--- src/rtl/strobe_stretcher_pkg.sv ---
// Shared types and default widths for the strobe stretcher.
package strobe_stretcher_pkg;

  typedef enum logic [1:0] {
    IDLE   = 2'd0,
    ACTIVE = 2'd1,
    GAP    = 2'd2
  } state_t;

  localparam int unsigned CNT_W_DEF  = 16;
  localparam int unsigned PEND_W_DEF = 4;

endpackage

--- src/rtl/sat_counter.sv ---
// Saturating up/down counter holding the number of queued strobes.
module sat_counter #(
  parameter int unsigned W = 4
) (
  input  logic         clk,
  input  logic         rst,
  input  logic         inc,
  input  logic         dec,
  output logic [W-1:0] count,
  output logic         sat
);

  assign sat = &count;

  // Count up/down; inc+dec cancels, inc at saturation and dec at zero are ignored.
  always_ff @(posedge clk or posedge rst) begin
    if (rst) begin
      count <= '0;
    end else if (inc && !dec && !sat) begin
      count <= count + 1'b1;
    end else if (dec && !inc && (count != '0)) begin
      count <= count - 1'b1;
    end
  end

endmodule

--- src/rtl/strobe_stretcher.sv ---
// Stretches single-cycle strobes into pulses of programmable length with a
// programmable minimum low gap; retrigger or queue mode.
module strobe_stretcher
  import strobe_stretcher_pkg::*;
#(
  parameter int unsigned CNT_W  = CNT_W_DEF,
  parameter int unsigned PEND_W = PEND_W_DEF
) (
  input  logic              clk,
  input  logic              rst,
  input  logic              in,
  input  logic [CNT_W-1:0]  len,
  input  logic [CNT_W-1:0]  gap,
  input  logic              retrig,
  input  logic              clr_ovf,
  output logic              out,
  output logic              busy,
  output logic              done,
  output logic [PEND_W-1:0] pending,
  output logic              overflow
);

  state_t           state;
  logic [CNT_W-1:0] cnt;
  logic [CNT_W-1:0] len_m1;
  logic [CNT_W-1:0] gap_m1;
  logic             cnt_zero;
  logic             q_inc;
  logic             q_dec;
  logic             q_sat;
  logic             q_drop;

  // A zero length/gap behaves as one cycle, so reload value never wraps.
  assign len_m1   = (len == '0) ? '0 : len - 1'b1;
  assign gap_m1   = (gap == '0) ? '0 : gap - 1'b1;
  assign cnt_zero = (cnt == '0);

  // Strobes queue during a queue-mode pulse or any gap; the last gap cycle
  // consumes one (a same-cycle strobe and a consume cancel in the counter).
  assign q_inc  = in && (((state == ACTIVE) && !retrig) || (state == GAP));
  assign q_dec  = (state == GAP) && cnt_zero && ((pending != '0) || in);
  assign q_drop = q_inc && !q_dec && q_sat;

  sat_counter #(.W(PEND_W)) u_pend (
    .clk   (clk),
    .rst   (rst),
    .inc   (q_inc),
    .dec   (q_dec),
    .count (pending),
    .sat   (q_sat)
  );

  // Pulse/gap sequencing with registered out, busy, done and sticky overflow.
  always_ff @(posedge clk or posedge rst) begin
    if (rst) begin
      state    <= IDLE;
      cnt      <= '0;
      out      <= 1'b0;
      busy     <= 1'b0;
      done     <= 1'b0;
      overflow <= 1'b0;
    end else begin
      done <= 1'b0;
      if (q_drop) begin
        overflow <= 1'b1;
      end else if (clr_ovf) begin
        overflow <= 1'b0;
      end
      case (state)
        IDLE: begin
          if (in) begin
            state <= ACTIVE;
            cnt   <= len_m1;
            out   <= 1'b1;
            busy  <= 1'b1;
          end
        end
        ACTIVE: begin
          if (retrig && in) begin
            cnt <= len_m1;
          end else if (cnt_zero) begin
            state <= GAP;
            cnt   <= gap_m1;
            out   <= 1'b0;
            done  <= 1'b1;
          end else begin
            cnt <= cnt - 1'b1;
          end
        end
        GAP: begin
          if (cnt_zero) begin
            if ((pending != '0) || in) begin
              state <= ACTIVE;
              cnt   <= len_m1;
              out   <= 1'b1;
            end else begin
              state <= IDLE;
              busy  <= 1'b0;
            end
          end else begin
            cnt <= cnt - 1'b1;
          end
        end
        default: begin
          state <= IDLE;
          cnt   <= '0;
          out   <= 1'b0;
          busy  <= 1'b0;
        end
      endcase
    end
  end

endmodule

--- config.mk ---
export PLATFORM = sky130hd
export DESIGN_NAME = strobe_stretcher
export DESIGN_NICKNAME = d
export VERILOG_FILES = /design/src/rtl/strobe_stretcher_pkg.sv /design/src/rtl/sat_counter.sv /design/src/rtl/strobe_stretcher.sv
export SDC_FILE = /design/constraint.sdc
export NUM_CORES = 1
export LEC_CHECK = 0
export CAP_MARGIN = 20
export CORE_UTILIZATION = 40
export CTS_BUF_LIST = sky130_fd_sc_hd__clkbuf_4 sky130_fd_sc_hd__clkbuf_8
export CTS_CLUSTER_SIZE = 25
export DETAILED_ROUTE_END_ITERATION = 7
export PLACE_DENSITY = 0.62
export SLEW_MARGIN = 40
export SYNTH_ARGS = -nofsm -noshare
export SYNTH_HDL_FRONTEND = slang
export SYNTH_HIERARCHICAL = 1
export SYNTH_SLANG_ARGS = --single-unit
export TNS_END_PERCENT = 50
--- constraint.sdc ---
create_clock -name clk -period 5.6 [get_ports clk]
set_input_delay 1.12 -clock clk [delete_from_list [all_inputs] [get_ports clk]]
set_output_delay 1.12 -clock clk [all_outputs]
set_load 0.01 [all_outputs]
# Word-level counts from Yosys, hierarchy flattened
# Index checks and enable logic that the tools add are counted.
# totals
register_bits	26
latchBits	0
ram_bits	0
romBits	0
input_bits	37
word_cells	80
mem_count	0
# op_classes
add_sub_neg	5
multipliers	0
div_mod_pow	0
order_cmp	0
n_eq_ne	9
shift	0
muxes	30
bitwise	1
reduce_logical	28
# ops
cell	count
16-bit 2-to-1 mux	7
16-bit logical NOT	3
16-bit case mux with 3 select lines	1
16-bit by 1-bit subtractor with 16-bit output (second input constant)	3
1-bit 2-to-1 mux	13
4-bit AND reduction	3
1-bit logical AND	10
2-bit != test (second input constant)	5
2-bit 2-to-1 mux	4
4-bit 2-to-1 mux	2
1-bit case mux with 3 select lines	2
2-bit case mux with 3 select lines	1
5-bit AND reduction	1
4-bit by 1-bit adder with 4-bit output (second input constant)	1
1-bit logical NOT	4
2-bit nonzero test	2
4-bit nonzero test	1
4-bit by 1-bit subtractor with 4-bit output (second input constant)	1
3-bit by 2-bit != test with 1-bit output (second input constant)	1
2-bit by 1-bit equality test with 1-bit output (second input constant)	1
2-bit equality test (second input constant)	1
2-bit logical NOT	1
1-bit logical OR	2
2-bit by 1-bit != test with 1-bit output (second input constant)	1
other kinds (2)	2

# Logic depth before layout (Yosys ltp)
# Gate-level depths: netlist of the first run.
# logic_depth
ltp_word	9
depth_mapped	11
mapped_depth_nobuf	11

# By module
# Netlist of the first run, hierarchy kept.
# by_module_without_submodules
module	n_inst	cells_per_inst	area_per_inst_um2
strobe_stretcher	1	289	2318.5
sat_counter	1	21	277.8

# Least setup slack after synthesis of the first run
# OpenSTA, ideal clock, no wires.
# synth_timing
kind	input-to-reg
startpoint	input in
endpoint	register u_pend.count[3]
setup_time_ps	79
arrival_time_ps	2992
t_required_ps	5521
path_slack_ps	2529
stages	9
n_path_buf	1
path_cell_list	clkbuf_1 > nor2_1 > nor3_1 > or3b_4 > ha_1 > a21o_1 > a21oi_1 > mux2i_1 > xor2_1
# synth_between
elab_chain_len	6
# synth_lines
element	line_no	rtl
start: declaration	strobe_stretcher.sv:11	input logic in,
1-bit logical OR *	strobe_stretcher.sv:41	assign q_dec = (state == GAP) && cnt_zero && ((pending != '0) || in);
1-bit logical AND *	strobe_stretcher.sv:41	
named net q_dec	strobe_stretcher.sv:29	logic q_dec;
1-bit logical NOT	sat_counter.sv:19	end else if (inc && !dec && !sat) begin
1-bit logical AND (2 in series)	sat_counter.sv:19	
4-bit 2-to-1 mux or 2-bit nonzero test (tied branches)	-	
end signal: assignment	sat_counter.sv:20	count <= count + 1'b1;
end signal: assignment	sat_counter.sv:22	count <= count - 1'b1;
end: declaration	sat_counter.sv:9	output logic [W-1:0] count,
# Mark *: on every way through the listed nets, which the timed path passes. The rest lies on a longest branch.
# A chain may end at the register's enable or synchronous reset.

# Final worst setup path of the first run
# layout_timing
startpoint	register cnt[0]
endpoint	register u_pend.count[3]
# layout_between
elab_chain_len	7
# layout_lines
element	line_no	rtl
start: declaration	strobe_stretcher.sv:24	logic [CNT_W-1:0] cnt;
start signal: assignment	strobe_stretcher.sv:73	cnt <= len_m1;
start signal: assignment	strobe_stretcher.sv:80	cnt <= len_m1;
start signal: assignment	strobe_stretcher.sv:83	cnt <= gap_m1;
16-bit logical NOT *	strobe_stretcher.sv:36	assign cnt_zero = (cnt == '0);
1-bit logical AND * (2 in series)	strobe_stretcher.sv:41	
named net q_dec	strobe_stretcher.sv:29	
1-bit logical NOT	sat_counter.sv:19	
1-bit logical AND (2 in series)	sat_counter.sv:19	
4-bit 2-to-1 mux or 2-bit nonzero test (tied branches)	-	
# Marked as above.

==> metrics list, run 1 <==
* Outcome: completed
* Crit end category: flip-flop
- Clock-pin slew of the registers on the worst-case setup and hold paths: about 0.09 ns
* Share of flip-flops with an asynchronous set or reset: 1.00
- For the pin with the worst max-slew slack, the measured transition is 0.757 ns.
- Critical path's largest stage delay: 0.53 ns
- R2r worst-path depth: 11
- The number of different library cells used by synthesis comes to 66.
* Source of the worst hold timing path: overflow$_DFFE_PP0P_
- Class of the worst hold path: reg2reg
* Proportion of power drawn by the clock network: 0.154
* Most area-hungry cell type in the Yosys netlist: sky130_fd_sc_hd__dfrtp_1
- Warnings, synthesis: 6
- Post-layout instance count excluding filler cells: around 420
- Cell with the biggest individual delay on the critical path: sky130_fd_sc_hd__nor3b_1
- Crit Path Max Fanout: 8
- Synthesized instance count: 310
- In this run the tightest slew margin relative to its limit is 0.490.
* Overall via count from detail_route: about 2700
* Total of endpoints with negative setup slack in the final report: 0
- Skew final: 0.00469 ns
- Maximum number of pins on one net before global-route repair: 23
- Number of global-route vias before repair: 2325
- Standard cell core area: 6100 µm²
* Terminus of the critical flop-to-flop path: u_pend/count[3]$_DFFE_PP0P_
- Buffers placed on the I/O ports in this run total 44.
- The detail route stage leaves a number of antenna-violating nets equal to 0.
- Counting instances, the worst hold path has a depth of 2.
- Worst setup slack for register-to-register paths: 2.07 ns
- TritonCTS clock tree: done
* Cells taking the most area after synthesis: sky130_fd_sc_hd__dfrtp_1 (25%), sky130_fd_sc_hd__xnor2_1 (5.1%), sky130_fd_sc_hd__xor2_1 (5.1%)
- The wire-length estimate of the detail-placed layout is 5.94 mm.
* Number of flip-flops and latches in the synthesized netlist: 26
- Die boundary width: 82.6 µm
* Leftover overflow at the end of global routing: 0
- Buffer and inverter count on the worst path: 1
- Total DRC errors in the routed layout: 0
- The initial antenna violation count was 0.
- Fmax: 283 MHz
- Wire length per cell: approximately 18 µm
- IR analysis of the VDD net gives a maximum drop of 0.000224 V.
- The max-slew violation count came to 0.
* Die outline area: 6820 µm²
* Total CTS buffers: 3
- Of the total power, registers draw 0.410.
* Diode count: 0
- DIE HEIGHT: 82.6 µm
- Area added between synthesis and finish: 20.0%
* Layout cell share with drive strength beyond 1: 0.0809
* # Max-Cap Violations: 0
- Setup repair after global routing left no endpoint under its margin.
- Summed over all failing endpoints, the final setup total negative slack is 0 ns.
- In this design, the critical path's most frequently occurring cell is sky130_fd_sc_hd__ha_1.
- Cell area power density: 266 nW/µm²
- Drt first pass iters: 7
- Syn Area/Cell: 8.37 µm²
- Buffer depth of the longest clock path: 2
- Switching power total: 333 µW
- Top cells by instance count after synthesis: sky130_fd_sc_hd__dfrtp_1 (26), sky130_fd_sc_hd__nand2_1 (22), sky130_fd_sc_hd__nor2_1 (21), sky130_fd_sc_hd__nor3_1 (18)
- The share of total power dissipated in combinational logic is 0.436.
- Number of enable-type register cells in the synthesized netlist: 0
* Fraction of power spent switching nets: 0.402
- Beginning of the worst register-to-register path: cnt[0]$_DFFE_PP0P_
* Filler cell count: 617
* Standard-cell rows: 28
- After the first detailed-routing iteration, the DRC count stood at 274.
- Fin nets: 391
* Initial cell density of the core: 0.426
* Leakage power summed over all cells: 0.00117 µW
* Internal cell power: 496 µW
- At the worst endpoint, the required time is 5.81 ns.
- Sinks on the clock net: 26
- The worst setup path is launched from a flip-flop.
* Insertion delay to the later sink of the worst-skew pair: 0.28 ns
* Clock period minus final worst setup slack: 3.53 ns
* Signal arrival time at the worst endpoint: 3.74 ns
- PnR Total Power: just over 800 µW
- In the finished design, the share of the clock period the worst path needs comes to 0.630.
* Endpoints failing hold: 0
* Register area share after synthesis: 0.251
- Number of hold buffers added after CTS: 0
- Top Family by Delay on Critical Path: simple AND/OR/NAND/NOR gates
- First-pass GRT wire length: approximately 12 mm
- Including well taps, the total number of placed cells is roughly 420.
- Across every metal layer, demand over resource in global routing totals 0.230.
* Leading cell type by number of instances after synthesis: sky130_fd_sc_hd__dfrtp_1
* Startpoint-to-endpoint class of the critical path: reg2reg
- At the end of routability-driven placement, the weighted congestion stood at 0.928.
- The root buffer cell chosen for the clock tree is sky130_fd_sc_hd__clkbuf_8.
- Via-per-instance ratio: 6.40
* Post-cts resize count: 0
- The worst hold path terminates at overflow$_DFFE_PP0P_.
- Series of cell instances along the critical path: inv_1 -> ha_1 -> nor3b_1 -> nand4_2 -> nor3_1 -> or3b_4 -> ha_1 -> a21o_1 -> a21oi_1 -> mux2i_1 -> xor2_1
* Dominant register cell in the synthesized netlist: sky130_fd_sc_hd__dfrtp_1
- Buffers added to address setup during post-CTS repair amount to 0.
- Synthesized cell area: about 2600 µm²
- CTS built an H-tree with a depth of 1.
* Total I/O pin count: 45
- After detailed routing, the total wire length is 7.58 mm.
* Area share of the largest cell type after synthesis: 0.251
* Post-synth net total: 354
==> state kept, by name, indices dropped and copies added, names as in the netlist <==
signal        cells
u_pend/count      4
busy              1
overflow          1
cnt              16
out               1
state             2
done              1
==> area by class of cell <==
type	instances	area [µm²]	area share
inverters	15	56.3	0.0181
multi-input cells	257	1820	0.584
clock buffers	4	55.1	0.0177
well taps	75	93.8	0.0301
repair buffers	44	440	0.141
flip-flops and latches	26	651	0.209
==> through the flow <==
step / area (µm²) / util / setup slack (ns) / hold slack [ns]
CTS: 3110 / 0.511 / 2.22 / 0.535
detailed placement: 3060 / 0.502 / 1.95 / 0.520
floorplan: 2600 / - / 2.53 / 0.519
global placement: 3060 / 0.501 / 2.02 / 0.505
global route: 3110 / 0.511 / 2.00 / 0.562
finish: 3110 / 0.511 / 2.07 / 0.530
==> layer usage <==
metal | vias to the layer above | global-route usage | part of all wire
li1 | 1259 | - | -
met1 | 1295 | 0.342 | 0.48
met2 | 131 | 0.357 | 0.44
met3 | 9 | 0.0165 | 0.062
met4 | 0 | 0.0569 | 0.014
met5 | - | 0 | 0
==> cells in the final DEF, fill, tap and decap left out, types with 8 or more instances in the layout <==
cell type	n
sky130_fd_sc_hd__xnor2_1	15
sky130_fd_sc_hd__nand3_1	11
sky130_fd_sc_hd__xor2_1	15
sky130_fd_sc_hd__nor2_1	20
sky130_fd_sc_hd__o21ai_1	8
sky130_fd_sc_hd__inv_1	14
sky130_fd_sc_hd__nor4_1	13
sky130_fd_sc_hd__nor3_1	18
sky130_fd_sc_hd__o211ai_1	9
sky130_fd_sc_hd__clkdlybuf4s50_1	44
sky130_fd_sc_hd__a21oi_1	8
sky130_fd_sc_hd__dfrtp_1	26
sky130_fd_sc_hd__nand2_1	22
==> how the worst max path moves through the flow <==
stage	endpoint	slack, ns	startpoint	cells past startpoint
final	u_pend/count[3]$_DFFE_PP0P_	2.07	cnt[0]$_DFFE_PP0P_	11
after global routing	u_pend/count[3]$_DFFE_PP0P_	2.00	cnt[0]$_DFFE_PP0P_	11
after floorplan	u_pend/count[3]$_DFFE_PP0P_	2.53	in	9
after global placement	u_pend/count[3]$_DFFE_PP0P_	2.02	in	9
after CTS	u_pend/count[3]$_DFFE_PP0P_	2.22	cnt[0]$_DFFE_PP0P_	11
after detailed placement	u_pend/count[3]$_DFFE_PP0P_	1.95	in	9
==> worst min-delay path, stage by stage (launching register included) <==
cell	delay, ns
sky130_fd_sc_hd__dfrtp_1	0.39
sky130_fd_sc_hd__inv_1	0.05
sky130_fd_sc_hd__o22ai_1	0.06
==> kinds of logic after synthesis <==
family	count (synthesis)	synth area share
buffers and inverters	27	0.0501
adders and majority gates	7	0.0366
xor gates and xnor gates	30	0.101
DFF	26	0.251
and+or+nand+nor	142	0.335
muxes	6	0.0270
AOI/OAI and AO/OA	72	0.199
==> power by group through the flow <==
stage / Clock, µW / Combinational, µW / Sequential, µW
after CTS: 129 / 359 / 337
after detailed placement: 0 / 357 / 340
final: 127 / 362 / 340
after floorplan: 0 / 264 / 317
after global placement: 0 / 355 / 339
after global routing: 137 / 404 / 350
(Power assumes the default switching activity.)
==> run 2, diff against run 1 <==
==> constraint.sdc (replaced) <==
create_clock -name clk -period 3.5 [get_ports clk]
set_input_delay 0.7 -clock clk [delete_from_list [all_inputs] [get_ports clk]]
set_output_delay 0.7 -clock clk [all_outputs]
set_load 0.01 [all_outputs]
==> run 2 against run 1 <==
Against the previous run: routed wire length rose by 2.2%; die area did not move; non-clock buffer count up 10.
==> metrics list, run 2 (synthesis gave the netlist of run 1 again) <==
- The summed area of non-filler cells in the final layout was 3200 µm² (+2.9%).
- For this design, the slowest cell found on the critical path is sky130_fd_sc_hd__or4_1.
* Max reg flops: 16 (unchanged)
* RSZ-0062 raised after global routing: no
- The hold violation count in the final report is 0 (unchanged).
- The maximum clock frequency was 325 MHz (+15%).
- The residual overflow from global routing was 0 (unchanged).
- All-layer global routing usage: 0.239 (+0.00916)
* Critical Path RT: 3.71 ns (-2.10 ns)
* Total I/O pin count: 45 (unchanged)
- Top reg by flops: cnt
* Sinks on the clock net: 26 (unchanged)
- Skew final: 0.00165 ns (-0.00304 ns)
- The number of instances resized during post-cts repair was 0 (unchanged).
- Standard cell core area: 6100 µm² (unchanged)
- In the final layout, the registers with the most flip-flops are cnt x16, u_pend/count x4, state x2.
- Final GP Congestion: 0.898 (-3.3%)
- The share of cells above drive strength 1 was 0.104 (+0.0230).
* Post-place instance area: 3130 µm² (+2.4%)
* Cell area power density: 437 nW/µm² (+64%)
* Area of combinational cells with multiple inputs: 1820 µm² (-0.14%)
- On the critical path the largest part of the delay comes from simple AND/OR/NAND/NOR gates.
- Tightest slew margin relative to the limit: 0.486 (-0.00451)
- The sequential cell area was 651 µm² (unchanged).
- The count of nets left with antenna violations after detail routing was 0 (unchanged).
- # Max-Cap Violations: 0 (unchanged)
- The quantity of I/O buffers inserted on ports came to 44 (unchanged).
- Fin nets: 401 (+2.6%)
* Maximum number of pins on one net before global-route repair: 23 (unchanged)
- Dpl hpwl: 6.10 mm (+2.8%)
* Wire length per cell: 18.0 µm (-0.13%)
* Number of global-route vias before repair: 2361 (+1.5%)
- The slew at the pin with the worst max-slew slack is 0.764 ns (+0.00772 ns).
- The width of the die was 82.6 µm (unchanged).
- The internal reg-to-reg setup slack came to 0.43 ns (-1.64 ns).
- Top library cells by usage in the layout, fill and taps aside: sky130_fd_sc_hd__clkdlybuf4s50_1 (44), sky130_fd_sc_hd__dfrtp_1 (26), sky130_fd_sc_hd__nand2_1 (22), sky130_fd_sc_hd__nor2_1 (21), sky130_fd_sc_hd__nor3_1 (18)
- Crit Path Max Fanout: 7 (-1)
- The antenna diode count was 0 (unchanged).
- The clock-pin slew reported for the worst setup and hold paths after clock tree synthesis came to 0.10 ns (about the same).
- The share of the clock period used by the worst path after layout came to 0.878 (+0.248).
- Crit end category: flip-flop
* Final max-slew violation count: 0 (unchanged)
- The initial standard-cell utilization of the core came to 0.426 (unchanged).
* Buffer depth of the longest clock path: 2 (unchanged)
- Root Buffer: sky130_fd_sc_hd__clkbuf_8
- The worst voltage drop across the vdd grid was 0.000336 V (+50%).
- First-pass GRT wire length: 12.1 mm (+3.0%)
* TNS Setup: 0 ns (unchanged)
- Total of endpoints with negative setup slack in the final report: 0 (unchanged)
- The number of buffers inserted by hold repair at cts came to 0 (unchanged).
* Filler cell count: 625 (+1.3%)
* Drt first pass iters: 5 (-2)
- The initial antenna violation count is 0 (unchanged).
- The CTS H-tree depth was 1 (unchanged).
- The leakage power of the design was 0.00123 µW (+4.7%).
- The final-layout worst hold slack came to 0.533 ns (+0.00299 ns).
- The worst setup path is of the reg2reg kind.
* Standard-cell rows: 28 (unchanged)
- 1st-iter DRT viols: 163 (-41%)
* Post CTS Setup Buffer Count: 0 (unchanged)
* Buffer and inverter count on the worst path: 0 (-1)
- Leaving out fill and tap cells, the most frequent cell in the layout is sky130_fd_sc_hd__clkdlybuf4s50_1.
- The via count came to 2673 (-0.78%).
- TritonCTS built the clock tree.
* DIE HEIGHT: 82.6 µm (unchanged)
- Series of cell instances along the critical path: or4_1 -> nor2_1 -> nor3_1 -> or3b_4 -> ha_1 -> a21o_1 -> a21oi_1 -> mux2i_1 -> xor2_1
- Class of the worst hold path: reg2reg
- The area growth from synthesis to layout is 23.4%.
- The final period demand of the worst path is 3.07 ns (-0.455 ns).
* Total wire length after detailed routing: 7.75 mm (+2.2%)
- The post-detailed-route DRC marker count was 0 (unchanged).
- Total CTS buffers: 3 (unchanged)
* Die outline area: 6820 µm² (unchanged)
* Critical path's largest stage delay: 0.60 ns (+0.07 ns)
* Outcome: completed
- The worst setup path is launched from a flip-flop.
- The mean number of vias per cell was 6.20 (-3.1%).
* Signal arrival time at the worst endpoint: 3.28 ns (-0.46 ns)
* Insertion delay to the later sink of the worst-skew pair: 0.28 ns (about the same)
[run 2: changes by cell type in the layout (fill, tap and decap cells not counted), sizes merged]
cell    delta
buf       +10
bufinv     +1
clkbuf     -1
[run 2: worst reg2reg max path: cells and delay by family, from the launching register on]
kind            cells  cell delay, ns
simple gates        4            1.46
flops               1            0.47
fa+ha+maj           1            0.29
mux                 1            0.24
compound gates      2            0.37
xor+xnor            1            0.16
[run 2: per-layer routing]
layer,up-vias,wire length [µm],global-route usage
met1,1282,3600,0.336
met3,13,428,0.0286
met5,-,0,0
met2,98,3580,0.387
li1,1280,-,-
met4,0,141,0.0586
[run 2: cell type report]
class	instances	share of cell area
clock inverter	1	0.00938
clock buffer	3	0.0129
tap	75	0.0293
inverter	15	0.0176
sequential	26	0.203
multi-input combinational	257	0.567
timing repair buffer	54	0.161
[run 2: stage by stage]
stage / worst slack, ns / instances / utilization / power (µW)
6_report: 0.426 / 431 / 0.525 / 1400
5_1_grt: 0.264 / 431 / 0.525 / 1490
4_1_cts: 0.434 / 431 / 0.525 / 1390
3_5_place_dp: 0.345 / 427 / 0.514 / 1130
3_3_place_gp: 0.400 / 427 / 0.514 / 1120
2_1_floorplan: 0.692 / 310 / - / 930
[run 2: final timing paths]
kind,from,to,cells past startpoint
hold reg to reg,overflow$_DFFE_PP0P_,overflow$_DFFE_PP0P_,2
setup / recovery,u_pend/count[1]$_DFFE_PP0P_,u_pend/count[3]$_DFFE_PP0P_,9
hold / removal,overflow$_DFFE_PP0P_,overflow$_DFFE_PP0P_,2
max in group asynchronous,rst,cnt[12]$_DFFE_PP0P_,2
setup reg to reg,u_pend/count[1]$_DFFE_PP0P_,u_pend/count[3]$_DFFE_PP0P_,9
min in group asynchronous,rst,u_pend/count[1]$_DFFE_PP0P_,2
[run 2: power breakdown]
part | leakage (µW) | internal (µW) | total, µW | switching (µW)
logic | 0.000883 | 314 | 597 | 283
registers | 0.000308 | 389 | 541 | 152
clock network | 0.0000357 | 153 | 260 | 107
